$ cat config.mk
export PLATFORM = sky130hd
export DESIGN_NAME = pipe_hazard_ctrl_flat
export DESIGN_NICKNAME = d
export VERILOG_FILES = /design/src/rtl/pipe_hazard_ctrl_pkg.sv /design/src/rtl/pipe_hazard_ctrl_if.sv /design/src/rtl/load_use_detect.sv /design/src/rtl/pipe_hazard_ctrl.sv /design/src/flat_wrapper.sv
export SDC_FILE = /design/constraint.sdc
export NUM_CORES = 1
export LEC_CHECK = 0
export CORE_UTILIZATION = 49
export CTS_BUF_LIST = sky130_fd_sc_hd__clkbuf_4
export CTS_CLUSTER_SIZE = 20
export DETAILED_ROUTE_END_ITERATION = 8
export PLACE_DENSITY = 0.83
export RECOVER_POWER = 100
export SLEW_MARGIN = 10
export SYNTH_ARGS = -nofsm -noshare
export SYNTH_HDL_FRONTEND = slang
export SYNTH_SLANG_ARGS = --single-unit
$ cat constraint.sdc
create_clock -name clk -period 3 [get_ports clk]
set_input_delay 0.9 -clock clk [delete_from_list [all_inputs] [get_ports clk]]
set_output_delay 0.9 -clock clk [all_outputs]
set_load 0.01 [all_outputs]
$ cat src/rtl/pipe_hazard_ctrl_pkg.sv
// Shared control types for the LEGv8 front end.
// Used by the hazard sequencer and the ID/EX register.
package cpu_ctrl_pkg;

  localparam logic [4:0] XZR = 5'd31;

  typedef enum logic {
    RUN     = 1'b0,
    MC_WAIT = 1'b1
  } hz_state_e;

  typedef struct packed {
    logic       reg2loc;
    logic       alu_src;
    logic       mem_to_reg;
    logic       reg_write;
    logic       mem_read;
    logic       mem_write;
    logic       branch;
    logic [1:0] alu_op;
  } ctrl_t;

  localparam ctrl_t CTRL_NOP = '0;

  function automatic int unsigned cnt_width(input int unsigned lat);
    return (lat > 2) ? $clog2(lat) : 1;
  endfunction

endpackage

$ cat src/rtl/pipe_hazard_ctrl_if.sv
// Hazard sequencer bundle: ID/EX operand info in, stall controls out.
// master = pipeline side, slave = sequencer side.
interface pipe_hazard_ctrl_if #(
  parameter int CNT_W = 32
);
  logic [4:0]       id_rn;
  logic [4:0]       id_rm;
  logic             id_use_rn;
  logic             id_use_rm;
  logic             id_mc_op;
  logic             ex_mem_read;
  logic [4:0]       ex_rd;
  logic             br_taken;
  logic             ifid_hold;
  logic             pc_hold;
  logic             idex_bubble;
  logic             ifid_flush;
  logic             busy;
  logic [CNT_W-1:0] stall_cycles;

  modport master (
    output id_rn, id_rm, id_use_rn, id_use_rm, id_mc_op,
    output ex_mem_read, ex_rd, br_taken,
    input  ifid_hold, pc_hold, idex_bubble, ifid_flush,
    input  busy, stall_cycles
  );

  modport slave (
    input  id_rn, id_rm, id_use_rn, id_use_rm, id_mc_op,
    input  ex_mem_read, ex_rd, br_taken,
    output ifid_hold, pc_hold, idex_bubble, ifid_flush,
    output busy, stall_cycles
  );
endinterface

$ cat src/rtl/load_use_detect.sv
// Load-use comparator: EX load feeds a source read in ID.
// XZR never carries a real dependency.
module load_use_detect
  import cpu_ctrl_pkg::*;
(
  input  logic [4:0] id_rn_i,
  input  logic [4:0] id_rm_i,
  input  logic       id_use_rn_i,
  input  logic       id_use_rm_i,
  input  logic       ex_mem_read_i,
  input  logic [4:0] ex_rd_i,
  output logic       load_use_o
);
  logic rn_hit;
  logic rm_hit;

  assign rn_hit = id_use_rn_i && (id_rn_i == ex_rd_i);
  assign rm_hit = id_use_rm_i && (id_rm_i == ex_rd_i);

  assign load_use_o = ex_mem_read_i && (ex_rd_i != XZR)
                    && (rn_hit || rm_hit);
endmodule

$ cat src/rtl/pipe_hazard_ctrl.sv
// Front-end hazard sequencer: load-use, ID branch flush, multi-cycle EX.
// Controls are combinational so they settle before the IF/ID negedge.
module pipe_hazard_ctrl
  import cpu_ctrl_pkg::*;
#(
  parameter int MC_LATENCY = 4,
  parameter int CNT_W      = 32
) (
  input  logic              clk,
  input  logic              reset,
  pipe_hazard_ctrl_if.slave hz
);
  localparam int CW = cnt_width(MC_LATENCY);
  localparam int CNT_INIT = (MC_LATENCY > 1) ? MC_LATENCY - 2 : 0;
  localparam logic [CW-1:0] CNT_LOAD = CW'(CNT_INIT);

  hz_state_e        state_q, state_d;
  logic [CW-1:0]    cnt_q, cnt_d;
  logic [CNT_W-1:0] stall_q, stall_d;

  logic load_use;
  logic hold;
  logic flush;
  logic busy;

  load_use_detect u_lud (
    .id_rn_i       (hz.id_rn),
    .id_rm_i       (hz.id_rm),
    .id_use_rn_i   (hz.id_use_rn),
    .id_use_rm_i   (hz.id_use_rm),
    .ex_mem_read_i (hz.ex_mem_read),
    .ex_rd_i       (hz.ex_rd),
    .load_use_o    (load_use)
  );

  always_comb begin
    state_d = state_q;
    cnt_d   = cnt_q;
    hold    = 1'b0;
    flush   = 1'b0;
    busy    = 1'b0;
    unique case (state_q)
      RUN: begin
        if (hz.br_taken) begin
          flush = 1'b1;
        end else if (load_use) begin
          hold = 1'b1;
        end else if (hz.id_mc_op && (MC_LATENCY > 1)) begin
          state_d = MC_WAIT;
          cnt_d   = CNT_LOAD;
        end
      end
      MC_WAIT: begin
        // branch and load-use wait here; RUN re-evaluates them
        hold = 1'b1;
        busy = 1'b1;
        if (cnt_q == '0) begin
          state_d = RUN;
        end else begin
          cnt_d = cnt_q - CW'(1);
        end
      end
      default: state_d = RUN;
    endcase
  end

  always_comb begin
    stall_d = stall_q;
    if (hold && (stall_q != {CNT_W{1'b1}})) begin
      stall_d = stall_q + CNT_W'(1);
    end
  end

  always_ff @(posedge clk or posedge reset) begin
    if (reset) begin
      state_q <= RUN;
      cnt_q   <= '0;
      stall_q <= '0;
    end else begin
      state_q <= state_d;
      cnt_q   <= cnt_d;
      stall_q <= stall_d;
    end
  end

  assign hz.ifid_hold    = hold && !reset;
  assign hz.pc_hold      = hold && !reset;
  assign hz.idex_bubble  = hold && !reset;
  assign hz.ifid_flush   = flush && !reset;
  assign hz.busy         = busy && !reset;
  assign hz.stall_cycles = stall_q;
endmodule

$ cat src/flat_wrapper.sv
// flat-port wrapper written by rule: the top's interface ports become plain ports
module pipe_hazard_ctrl_flat import cpu_ctrl_pkg::*;
#(
  parameter int MC_LATENCY = 4,
  parameter int CNT_W      = 32
)
  (clk, reset, hz_id_rn, hz_id_rm, hz_id_use_rn, hz_id_use_rm, hz_id_mc_op, hz_ex_mem_read, hz_ex_rd, hz_br_taken, hz_ifid_hold, hz_pc_hold, hz_idex_bubble, hz_ifid_flush, hz_busy, hz_stall_cycles);
  pipe_hazard_ctrl_if #(.CNT_W(CNT_W)) hz_i ();
  input  logic clk;
  input  logic reset;
  input wire logic [$bits(hz_i.id_rn)-1:0] hz_id_rn;
  input wire logic [$bits(hz_i.id_rm)-1:0] hz_id_rm;
  input wire logic [$bits(hz_i.id_use_rn)-1:0] hz_id_use_rn;
  input wire logic [$bits(hz_i.id_use_rm)-1:0] hz_id_use_rm;
  input wire logic [$bits(hz_i.id_mc_op)-1:0] hz_id_mc_op;
  input wire logic [$bits(hz_i.ex_mem_read)-1:0] hz_ex_mem_read;
  input wire logic [$bits(hz_i.ex_rd)-1:0] hz_ex_rd;
  input wire logic [$bits(hz_i.br_taken)-1:0] hz_br_taken;
  output wire logic [$bits(hz_i.ifid_hold)-1:0] hz_ifid_hold;
  output wire logic [$bits(hz_i.pc_hold)-1:0] hz_pc_hold;
  output wire logic [$bits(hz_i.idex_bubble)-1:0] hz_idex_bubble;
  output wire logic [$bits(hz_i.ifid_flush)-1:0] hz_ifid_flush;
  output wire logic [$bits(hz_i.busy)-1:0] hz_busy;
  output wire logic [$bits(hz_i.stall_cycles)-1:0] hz_stall_cycles;
  assign hz_i.id_rn = hz_id_rn;
  assign hz_i.id_rm = hz_id_rm;
  assign hz_i.id_use_rn = hz_id_use_rn;
  assign hz_i.id_use_rm = hz_id_use_rm;
  assign hz_i.id_mc_op = hz_id_mc_op;
  assign hz_i.ex_mem_read = hz_ex_mem_read;
  assign hz_i.ex_rd = hz_ex_rd;
  assign hz_i.br_taken = hz_br_taken;
  assign hz_ifid_hold = hz_i.ifid_hold;
  assign hz_pc_hold = hz_i.pc_hold;
  assign hz_idex_bubble = hz_i.idex_bubble;
  assign hz_ifid_flush = hz_i.ifid_flush;
  assign hz_busy = hz_i.busy;
  assign hz_stall_cycles = hz_i.stall_cycles;
  pipe_hazard_ctrl #(.MC_LATENCY(MC_LATENCY), .CNT_W(CNT_W)) u_core (.clk(clk), .reset(reset), .hz(hz_i));
endmodule
==> results.py <==
metrics = {
    "clocking": {
        "cts_tree": "yes",
        "cts.clk_slew.worst_paths_ns": 0.10,
        "cts.htree.levels": 2,
        "clock_path_buffers": 2,
        "cts_made_buffers": 5,
        "cts-root-buf": "clkbuf_4",
        "clk_latency_ns": 0.35,
        "cts_sinks": 35,
    },
    "power": {
        "p_sw_share_pct": 39.2,
        "power_density_nw_per_um2": 611,
        "pwr-share-clk_pct": 15.5,
        "power_switching_w": 0.000640,
        "p_total_w": 0.00163,
        "p_int_w": 0.000994,
        "vdd_drop_max_v": 0.000488,
        "power.leakage_nw": 1.08,
        "p_comb_share_pct": 43.0,
        "pwr-share-seq_pct": 41.5,
    },
    "finish": {
        "nFillCells": 317,
        "antenna_cells": 0,
        "drive_gt1_share_pct": 19.6,
        "multi_input_area_um2": 1040,
        "stdcell_area_um2": 2680,
        "ff_latch_area_um2": 876,
        "final_common_cell": "dfrtp_1",
        "layout_common_cells": "35 x dfrtp_1, 32 x dlygate4sd3_1, 22 x xor2_1",
        "syn_to_final_growth_pct": 35.8,
        "nets": 293,
    },
    "placed_design": {
        "dp_hpwl_mm": 3.40,
        "portBuffers": 58,
        "placed_area_um2": 2680,
        "gp_congestion": 0.860,
    },
    "timing": {
        "hold_viol_final": 0,
        "rsz0062_at_grt": "no",
        "finalSetupTns_ns": 0,
        "setup_viol": 0,
        "period_share_pct": 98.2,
        "tightestPinTransition_ns": 0.834,
        "relSlewSlack_pct": 44.4,
        "min_period_ns": 2.95,
        "finClkSkew_ns": 0.00573,
        "finalMaxSlewViolations": 0,
        "timing.fmax_mhz": 340,
    },
    "detailed_routing": {
        "wl_per_cell_um": 14.6,
        "vias": 1706,
        "drt-total-wl_mm": 4.64,
        "via_per_inst": 5.36,
        "drt_iter0_drc": 81,
        "ant_nets": 0,
        "drcViolationCount": 0,
        "first_pass_iters": 4,
    },
    "global_routing": {
        "grt_max_degree": 36,
        "grt_overflow": 0,
        "antenna_found_initial": 0,
        "grt_pass1_wl_mm": 7.81,
        "grtUsageTotal_pct": 24.3,
        "grt_pass1_vias": 1716,
    },
    "logic_synthesis": {
        "synth_nets": 216,
        "synthDistinctLibCells": 34,
        "yosys.area.top_type_share_pct": 44.5,
        "syn_inst": 192,
        "yosys-top-cells-area": "dfrtp_1 44%, xor2_1 9.8%, xnor2_1 8.0%, nand3_1 4.1%, nor3_1 3.8%",
        "synth_area_leader_cell": "dfrtp_1",
        "ys_seq_area_share_pct": 44.5,
        "ys_seq_elements": 35,
        "yosysWarnings": 0,
        "synth_area_per_cell_um2": 10.3,
        "synth_area_um2": 1970,
    },
    "floorplan": {
        "die_h_um": 65.4,
        "dieArea_um2": 4280,
        "fp-row-count": 22,
        "fp.dieW_um": 65.4,
        "coreArea_um2": 3740,
        "io_pins": 59,
        "initial_utilization_pct": 52.6,
    },
    "job": {
        "maxCapViolCount": 0,
    },
    "status": {
        "outcome": "finished, final reports clean",
    },
    "hold_path": {
        "min_path_type": "reg -> reg",
    },
    "critical_path": {
        "critPathKind": "in -> out",
        "crit_path_end_kind": "output pin",
        "critPathLaunchType": "primary input",
        "critPathRequiredTime_ns": 2.10,
        "cp_max_fo": 4,
        "critPathArrivalTime_ns": 2.05,
    },
}
## area by class of cell
| class | count | area share (%) |
|---|---|---|
| Timing Repair Buffer | 74 | 22.7 |
| Inverter | 10 | 1.40 |
| Clock buffer | 6 | 1.68 |
| Multi-Input combinational cell | 143 | 38.9 |
| Clock inverter | 2 | 0.281 |
| Tap cell | 48 | 2.25 |
| Sequential cell | 35 | 32.7 |
## critical path: stages
cell	delay, ns
clkdlybuf4s50_1	0.48
nor2_1	0.11
clkdlybuf4s50_1	0.55
## synthesized netlist by cell type (all sizes together)
cell type	count
and3	3
o22ai	2
or4b	1
o221ai	1
a32oi	1
nor4	8
xor2	22
or2	1
o211ai	1
o21ai	1
inv	10
nand4	12
or3	2
dfrtp	35
o211a	1
ha	2
nand2	17
buf	4
and4	2
nand3	17
nor3	17
xnor2	19
mux2	2
nor2	11
## metal layers
metal	vias up	share of wire (%)	global-route usage (%)
li1	831	-	-
met1	833	43	30.4
met2	34	52	41.2
met3	8	3.0	4.86
met4	0	1.4	9.24
met5	-	0	0
## logic make-up after synthesis
kind of cell | synth area share (%)
AOI/OAI and AO/OA | 2.99
xor gates and xnor gates | 18.6
adders and majority gates | 1.27
buffers and inverters | 3.18
DFF | 44.5
muxes | 1.14
and+or+nand+nor | 28.3
## path summary, 6_finish.rpt
kind	start	to	slack (ns)	cells past startpoint
max in group asynchronous	reset	u_core.hz.stall_cycles[29]	1.26	3
max	reset	hz_busy	0.05	3
min in group asynchronous	reset	u_core.state_q	1.21	3
max reg2reg	u_core.hz.stall_cycles[0]	u_core.hz.stall_cycles[1]	0.63	7
min	u_core.hz.stall_cycles[5]	u_core.hz.stall_cycles[5]	0.52	1
min reg2reg	u_core.hz.stall_cycles[5]	u_core.hz.stall_cycles[5]	0.52	1
## power by group through the flow
stage          sequential, W  clock (W)  combinational (W)
2_1_floorplan       0.000702          0           0.000385
3_3_place_gp        0.000688          0           0.000747
3_5_place_dp        0.000691          0           0.000767
4_1_cts             0.000683   0.000254           0.000780
5_1_grt             0.000696   0.000272           0.000773
6_report            0.000679   0.000253           0.000703
## state kept, by name, indices dropped and copies added, names as in the netlist
name                    flops
u_core.hz.stall_cycles     32
u_core.cnt_q                2
u_core.state_q              1
## what timing repair did
action                     4_1_cts  5_1_grt
setup endpoints to repair        4        3
gates resized for setup         45       25
hold buffers                     0        0
pin swaps                       15       13
setup buffers                    3        2
## metrics by stage
stage	hold WS [ns]	std cells	util [%]	setup slack, ns
2_1_floorplan	0.481	192	-	0.0637
3_3_place_gp	0.490	305	71.6	-0.652
3_5_place_dp	0.499	305	71.6	-0.790
4_1_cts	0.522	316	73.5	0.00572
5_1_grt	0.533	318	71.5	0.00765
6_report	0.519	318	71.5	0.0546
Note: power is estimated with default switching activity, not from simulation.
